File: config.mk
export PLATFORM = sky130hd
export DESIGN_NAME = mp_ram
export DESIGN_NICKNAME = d
export VERILOG_FILES = /design/src/rtl/mp_ram_pkg.sv /design/src/rtl/mp_ram_rd_port.sv /design/src/rtl/mp_ram.sv
export SDC_FILE = /design/constraint.sdc
export NUM_CORES = 1
export LEC_CHECK = 0
export BUFFER_PORTS_ARGS = -buffer_cell sky130_fd_sc_hd__buf_2
export CAP_MARGIN = 10
export CORE_MARGIN = 2
export CORE_UTILIZATION = 35
export CTS_CLUSTER_SIZE = 20
export DETAILED_ROUTE_END_ITERATION = 8
export HOLD_SLACK_MARGIN = 0.15
export PLACE_DENSITY = 0.54
export SLEW_MARGIN = 20
export SYNTH_ARGS = -nofsm -noshare
export SYNTH_HDL_FRONTEND = slang
export SYNTH_SLANG_ARGS = --single-unit
File: constraint.sdc
create_clock -name clk -period 7.7 [get_ports clk]
set_input_delay 1.54 -clock clk [delete_from_list [all_inputs] [get_ports clk]]
set_output_delay 1.54 -clock clk [all_outputs]
set_load 0.03 [all_outputs]
File: src/rtl/mp_ram_pkg.sv
// Shared types and helpers for the multi-read-port RAM.
package mp_ram_pkg;

    typedef enum logic [0:0] {
        MP_RAM_CLEAR,
        MP_RAM_READY
    } mp_ram_state_e;

    // Address bits needed to reach the highest valid word, never less than one.
    function automatic int unsigned mp_ram_addr_width(input int unsigned base_addr,
                                                      input int unsigned ram_depth);
        int unsigned w;
        w = $clog2(base_addr + ram_depth);
        return (w < 1) ? 1 : w;
    endfunction

endpackage

File: src/rtl/mp_ram_rd_port.sv
// One registered read port: range check, optional same-edge write merge, data/valid registers.
// Write-first merging is enabled by defining MP_RAM_WR_BYPASS_EN.
module mp_ram_rd_port
    import mp_ram_pkg::*;
#(
    parameter int unsigned DATA_WIDTH = 32,
    parameter int unsigned BYTE_WIDTH = 8,
    parameter int unsigned RAM_DEPTH  = 16,
    parameter int unsigned BASE_ADDR  = 0,
    parameter int unsigned ADDR_WIDTH = 4,
    localparam int unsigned NUM_LANES = DATA_WIDTH / BYTE_WIDTH,
    localparam int unsigned IDX_WIDTH = $clog2(RAM_DEPTH)
) (
    input  logic                            clk,
    input  logic                            rst,
    input  logic                            rd_req,
    input  logic [ADDR_WIDTH-1:0]           rd_addr,
    input  logic [RAM_DEPTH*DATA_WIDTH-1:0] mem_flat,
    input  logic                            wr_fire,
    input  logic [ADDR_WIDTH-1:0]           wr_addr,
    input  logic [NUM_LANES-1:0]            wr_byte_en,
    input  logic [DATA_WIDTH-1:0]           wr_data,
    output logic [DATA_WIDTH-1:0]           data_out,
    output logic                            rd_valid
);

    logic [31:0]           rd_off;
    logic                  in_range;
    logic [IDX_WIDTH-1:0]  rd_idx;
    logic [DATA_WIDTH-1:0] data_d;
    logic [DATA_WIDTH-1:0] data_q;
    logic                  valid_q;

    always_comb begin
        // Unsigned wrap turns below-base addresses into huge offsets.
        rd_off   = 32'(rd_addr) - BASE_ADDR;
        in_range = rd_off < RAM_DEPTH;
        rd_idx   = IDX_WIDTH'(rd_off);
        data_d   = '0;
        if (in_range) begin
            data_d = mem_flat[rd_idx*DATA_WIDTH +: DATA_WIDTH];
        end
`ifdef MP_RAM_WR_BYPASS_EN
        if (wr_fire && (wr_addr == rd_addr)) begin
            for (int unsigned k = 0; k < NUM_LANES; k++) begin
                if (wr_byte_en[k]) begin
                    data_d[k*BYTE_WIDTH +: BYTE_WIDTH] = wr_data[k*BYTE_WIDTH +: BYTE_WIDTH];
                end
            end
        end
`endif
    end

`ifdef MP_RAM_WR_BYPASS_EN
`else
    logic unused_wr;
    assign unused_wr = ^{wr_fire, wr_addr, wr_byte_en, wr_data};
`endif

    always_ff @(posedge clk) begin
        if (rst) begin
            data_q  <= '0;
            valid_q <= 1'b0;
        end else begin
            valid_q <= rd_req;
            if (rd_req) begin
                data_q <= data_d;
            end
        end
    end

    assign data_out = data_q;
    assign rd_valid = valid_q;

endmodule

File: src/rtl/mp_ram.sv
// Multi-read-port RAM with byte-lane writes and a post-reset hardware clear sequence.
// Define MP_RAM_WR_BYPASS_EN for write-first same-edge collisions (default read-first).
module mp_ram
    import mp_ram_pkg::*;
#(
    parameter int unsigned DATA_WIDTH   = 32,
    parameter int unsigned BYTE_WIDTH   = 8,
    parameter int unsigned RAM_DEPTH    = 16,
    parameter int unsigned BASE_ADDR    = 0,
    parameter int unsigned NUM_RD_PORTS = 2,
    localparam int unsigned ADDR_WIDTH  = mp_ram_addr_width(BASE_ADDR, RAM_DEPTH),
    localparam int unsigned NUM_LANES   = DATA_WIDTH / BYTE_WIDTH
) (
    input  logic                               clk,
    input  logic                               rst,
    input  logic                               i_wr_en,
    input  logic [ADDR_WIDTH-1:0]              i_wr_addr,
    input  logic [NUM_LANES-1:0]               i_wr_byte_en,
    input  logic [DATA_WIDTH-1:0]              i_data_in,
    input  logic [NUM_RD_PORTS-1:0]            i_rd_en,
    input  logic [NUM_RD_PORTS*ADDR_WIDTH-1:0] i_rd_addr,
    output logic [NUM_RD_PORTS*DATA_WIDTH-1:0] o_data_out,
    output logic [NUM_RD_PORTS-1:0]            o_rd_valid,
    output logic                               o_busy
);

    localparam int unsigned IDX_WIDTH = $clog2(RAM_DEPTH);
    localparam logic [IDX_WIDTH-1:0] LAST_IDX = IDX_WIDTH'(RAM_DEPTH - 1);

    mp_ram_state_e                   state_q, state_d;
    logic [IDX_WIDTH-1:0]            clr_cnt_q, clr_cnt_d;
    logic [DATA_WIDTH-1:0]           mem_q [RAM_DEPTH];
    logic [RAM_DEPTH*DATA_WIDTH-1:0] mem_flat;
    logic                            ready;
    logic                            wr_fire;
    logic [31:0]                     wr_off;
    logic [IDX_WIDTH-1:0]            wr_idx;

    always_comb begin
        state_d   = state_q;
        clr_cnt_d = clr_cnt_q;
        if (state_q == MP_RAM_CLEAR) begin
            clr_cnt_d = clr_cnt_q + 1'b1;
            if (clr_cnt_q == LAST_IDX) begin
                state_d   = MP_RAM_READY;
                clr_cnt_d = '0;
            end
        end
    end

    always_ff @(posedge clk) begin
        if (rst) begin
            state_q   <= MP_RAM_CLEAR;
            clr_cnt_q <= '0;
        end else begin
            state_q   <= state_d;
            clr_cnt_q <= clr_cnt_d;
        end
    end

    assign ready  = (state_q == MP_RAM_READY);
    assign o_busy = ~ready;

    always_comb begin
        wr_off  = 32'(i_wr_addr) - BASE_ADDR;
        wr_idx  = IDX_WIDTH'(wr_off);
        wr_fire = ready && i_wr_en && (wr_off < RAM_DEPTH);
    end

    // Storage is never reset; the CLEAR walk zeroes it one word per cycle.
    always_ff @(posedge clk) begin
        if (!rst) begin
            if (state_q == MP_RAM_CLEAR) begin
                mem_q[clr_cnt_q] <= '0;
            end else if (wr_fire) begin
                for (int unsigned k = 0; k < NUM_LANES; k++) begin
                    if (i_wr_byte_en[k]) begin
                        mem_q[wr_idx][k*BYTE_WIDTH +: BYTE_WIDTH] <=
                            i_data_in[k*BYTE_WIDTH +: BYTE_WIDTH];
                    end
                end
            end
        end
    end

    for (genvar e = 0; e < RAM_DEPTH; e++) begin : g_flat
        assign mem_flat[e*DATA_WIDTH +: DATA_WIDTH] = mem_q[e];
    end

    for (genvar p = 0; p < NUM_RD_PORTS; p++) begin : g_rd_port
        mp_ram_rd_port #(
            .DATA_WIDTH (DATA_WIDTH),
            .BYTE_WIDTH (BYTE_WIDTH),
            .RAM_DEPTH  (RAM_DEPTH),
            .BASE_ADDR  (BASE_ADDR),
            .ADDR_WIDTH (ADDR_WIDTH)
        ) u_rd_port (
            .clk        (clk),
            .rst        (rst),
            .rd_req     (ready & i_rd_en[p]),
            .rd_addr    (i_rd_addr[p*ADDR_WIDTH +: ADDR_WIDTH]),
            .mem_flat   (mem_flat),
            .wr_fire    (wr_fire),
            .wr_addr    (i_wr_addr),
            .wr_byte_en (i_wr_byte_en),
            .wr_data    (i_data_in),
            .data_out   (o_data_out[p*DATA_WIDTH +: DATA_WIDTH]),
            .rd_valid   (o_rd_valid[p])
        );
    end

endmodule

; Yosys cells after proc, flatten, opt, wreduce, memory -nomap -nowiden
; Memories as Yosys holds them, arrays and structs flattened.
; Cells that the tools add are included.
; Widths: inputs -> output; s select.
[classes]
addsub = 1
order_cmp = 3
n_eq_ne = 1
shift = 2
mux = 31
bitwise = 3
reduce_logical = 3
[ops]
columns = op, n
row1 = $shiftx 512x10->32, 2
row2 = $mux 32, 3
row3 = $reduce_or 32->1, 1
row4 = $mux 1, 25
row5 = $lt 4x5->1 const B, 3
row6 = $mux 4, 3
row7 = $add 4x1->4 const B, 1
row8 = $eq 4x4->1 const B, 1
row9 = $and 1x1->1, 2
row10 = $logic_and 1x1->1, 2
row11 = $not 1->1, 1
[totals]
reg_bits = 71
ram_bits = 512
inputBits = 53
output_inout_bits = 67
wordCells = 51
n_memories = 1
[memory_table]
columns = name, depth, word_bits, read_ports, rd_ports_with_merged_regs, wr, line_no
row1 = mem_q, 16, 32, 16, 0, 1, mp_ram.sv:32  ; logic [DATA_WIDTH-1:0] mem_q [RAM_DEPTH];

; Depth between registers and ports, before layout
[depth]
depth_word = 8
ltp_mapped = 8
depth_no_buf = 5

; Cells and area by module
; Synthesis repeated with hierarchy kept, for this count alone.
[unflattened]
cells_unflattened = 2081
hier_area_um2 = 27557.7
[by_module_without_submodules]
columns = module, n_inst, cells_per_inst, area_each_um2, seq_area_each_um2
row1 = mp_ram, 1, 715, 16699.8, 15474.8
row2 = mp_ram_rd_port, 2, 683, 5429.0, 660.6

; Least setup slack after synthesis
; OpenSTA, ideal clock, no wires.
[synth_path]
kind = input -> register
from = in i_wr_byte_en[0]
to = mem mem_q[10][0] (enable)
setup_ps = 383
t_arrival_ps = 3487
setup_slack_ps = 3829
cell_stages = 7
path_cell_list = or4_4 and3_1 buf_6 buf_12 mux2i_4 buf_6 nor3_1
[synth_between]
elab_chain_cells = 7
word_cells_on_any_way = 8
cone_classes = mux: 7 / reduce/logical: 1
[synth_lines]
columns = item, line_no
row1 = start: declaration, mp_ram.sv:18  ; input logic [NUM_LANES-1:0] i_wr_byte_en,
row2 = $mux 1 (*), mp_ram.sv:77  ; if (i_wr_byte_en[k]) begin
row3 = $mux 1 (*), mp_ram.sv:75  ; end else if (wr_fire) begin
row4 = $mux 1 (*), mp_ram.sv:73  ; if (state_q == MP_RAM_CLEAR) begin
row5 = $mux 1 (*), mp_ram.sv:72  ; if (!rst) begin
row6 = $mux 1 (not written as such) (*), mp_ram.sv:78  ; mem_q[wr_idx][k*BYTE_WIDTH +: BYTE_WIDTH] <=
row7 = $reduce_or 32->1 (no source line), n/a
row8 = $mux 4 (no source line), n/a
row9 = end: declaration, mp_ram.sv:32
; Every way passes the cells marked *; elsewhere a longest branch is shown, timed or not.

; Worst setup path after layout
[layout_path]
from = in rst
to = mem mem_q[14][26] (enable)
[layout_between]
elab_chain_cells = 4
word_cells_on_any_way = 13
cone_classes = mux: 12 / reduce/logical: 1
[layout_lines]
columns = item, line_no
row1 = start: declaration, mp_ram.sv:15  ; input logic rst,
row2 = $mux 1, mp_ram.sv:72
row3 = $mux 1 (not written as such), mp_ram.sv:78
row4 = $reduce_or 32->1 (no source line), n/a
row5 = $mux 4 (no source line), n/a
; Parallel ways exist; a longest one is shown, timed or not.

==> metrics <==
drt pass-1 iters 5; via count 15149; critical path fanouts, max 29; Crit path buffers/inverters 2; hold_ws 0.4819 ns; Fin Clk Skew between 0.015 and 0.02 ns; hold buffer count at CTS 0; area of the multi-input gates 9135 µm²; Synth area leader edfxtp_1; LEAKAGE between 9 and 10 nW; critical path class input pin to flop; RSZ-0062 raised after global routing false; largest net degree at the start of global routing 86; Netlist cell types 38; IO buf count about 120; Iter 0 DRT Violations 1198; detailed placer's ending HPWL about 47000 µm; worst-case headroom to the max-slew limit 0.2507; Synth Instances 1520; NumNets Final 1680; DIE WIDTH 278.8 µm; Seq. cell area 16800 µm²; ys async rst share 0; Crit path max-delay family simple AND/OR/NAND/NOR gates; Final Hold Fails 0; Initial Util 0.3545; syn_nets 1574; Seq/Total Area, Yosys 0.6353; area share of the largest cell type after synthesis 0.5815; worst skew pair latency 0.63 ns; Core Footprint 74570 µm²; # IOs 120; Core Rows 100; status completed; setup_tns 0 ns; RePlAce Congestion ~0.8; Placed Area 28100 µm²; list of most frequent post-synthesis cells edfxtp_1 (512), mux4_2 (190), mux2i_1 (135), clkbuf_1 (76), dfxtp_1 (71); Worst setup SP type input pin; DR WL/cell 28.74 µm; Final Critical Period approximately 4.2 ns; Clock Tree Root clkbuf_16; Largest stage delay, worst path 1.00 ns; Worst Setup End Kind flop; number of fill cells approximately 6800; Max IR drop VDD around 0.00019 V; top_reg_cell synth edfxtp_1; vias per cell 5.727; max-slew violations 0; Worst path depth 6; cts repair resizes 0; Reg clk slew, reported paths 0.06 ns; Least-Margin Pin Slew 1.122 ns; Yosys Warn Count 0; Seq cells post-synth 583; Area contributors post-synth edfxtp_1 (58%), mux4_2 (16%), dfxtp_1 (5.4%); Final period util 0.5514; antenna-violating nets left 0; depth of the most critical reg-to-reg path 5; Setup Viol. Count Final 0; slowest CP cell nor3_1; arrival time worst endpoint 4.49 ns; Cell Pwr Density 229.3 nW/µm²; Syn-to-layout area delta 14.55%; number of diodes 0; proportion of layout cells with a drive suffix above 1 0.3377; max_cap viols 0; Worst Path Required 7.94 ns; initial antenna violation count 3; crit path cell chain buf_2 > and2b_1 > and3_2 > buf_4 > a31oi_4 > nor3_1; CTS tree yes; global-route wire length before repair 110900 µm; Syn Area/Cell 17.39 µm²; die area 77750 µm²; Total Routed Length 76020 µm; gr ovfl total 0; Hold Path Cell Cnt 2; mapped cell area 26440 µm²; hold crit path type flop to flop; CTS H-Tree Depth 2; Post-CTS Setup Bufs 0; number of buffers created by CTS 61; number of global-route vias before repair roughly 16000; most frequent cell after synthesis edfxtp_1; Die H 278.8 µm; drt drc 0; Post-synth EDFFs 512; Clock Path Buffers 3; Sink Count 583; post-route design area slightly above 30000 µm²; max frequency between 0.2 and 0.25 GHz; GRT Total Usage 0.1954
==> final cells by class <==
class / count / share of cell area
Clock inverter: 28 / 0.01252
Multi-Input combinational cell: 805 / 0.3016
Clock buffer: 85 / 0.05635
Tap cell: 969 / 0.04003
Sequential cell: 583 / 0.5546
Timing Repair Buffer: 174 / 0.03471
Inverter: 1 / 0.0001239
==> power by group <==
group | total, mW | switching [mW] | internal (mW)
Combinational | 0.408 | 0.235 | 0.173
Sequential | 3.46 | 0.0203 | 3.44
Clock | 3.08 | 1.24 | 1.84
Total | 6.94 | 1.49 | 5.45
==> metal layers <==
layer	global-route usage	wire, µm	up-vias
met2	0.3271	37390	478
met5	0	0	-
met3	0.02795	4080	92
li1	-	-	6517
met4	0.05156	1451	0
met1	0.2679	33100	8062
==> metrics by stage <==
step | utilization | total power, mW | instances | setup slack (ns)
5_1_grt | 0.4061 | 7.132 | 2645 | 3.294
3_5_place_dp | 0.3769 | 3.930 | 2532 | 2.804
4_1_cts | 0.4048 | 6.998 | 2645 | 3.462
6_report | 0.4061 | 6.943 | 2645 | 3.454
3_3_place_gp | 0.3768 | 3.925 | 2532 | 2.972
2_1_floorplan | - | 3.800 | 1520 | 3.829
==> worst register-to-register path, stage by stage, from the launching register on <==
cell and delay (ns):
dfxtp_1 0.73, and2b_1 0.31, and3_2 0.37, buf_4 0.57, a31oi_4 0.48, nor3_1 1.02
==> logic make-up after synthesis <==
group	share of synthesized area
flip-flops	0.6353
AO/OA/AOI/OAI	0.05660
buffers and inverters	0.02489
multiplexers	0.2442
AND/OR/NAND/NOR	0.03824
adder cells (fa/ha/maj)	0.0004732
XOR/XNOR	0.0003313
==> cells in the final DEF (no fill, tap or decap), types with 42 or more instances in the layout <==
| cell type | instances |
|---|---|
| clkbuf_16 | 61 |
| mux4_2 | 190 |
| edfxtp_1 | 512 |
| nor3_1 | 42 |
| nand2_1 | 69 |
| a221oi_1 | 62 |
| o21ai_0 | 65 |
| buf_4 | 58 |
| dfxtp_1 | 71 |
| buf_2 | 113 |
| a22oi_1 | 66 |
| mux2i_1 | 135 |
| mux2_2 | 62 |
==> flip-flops by register name (all words and copies together), names as in the netlist <==
register and flops:
g_rd_port.u_rd_port.data_out 64, g_rd_port.u_rd_port.rd_valid 2, clr_cnt_q 4, ready 1
mem_q 512
==> path summary, 6_finish.rpt <==
check | slack (ns) | endpoint | startpoint
worst max-delay path | 3.45 | mem_q[14][26] | rst
worst min-delay path | 0.48 | g_rd_port[0].u_rd_port.data_out[27] | g_rd_port[0].u_rd_port.data_out[27]
worst max register to register | 3.83 | mem_q[14][26] | ready
worst min register to register | 0.48 | g_rd_port[0].u_rd_port.data_out[27] | g_rd_port[0].u_rd_port.data_out[27]
(Power assumes the default switching activity.)
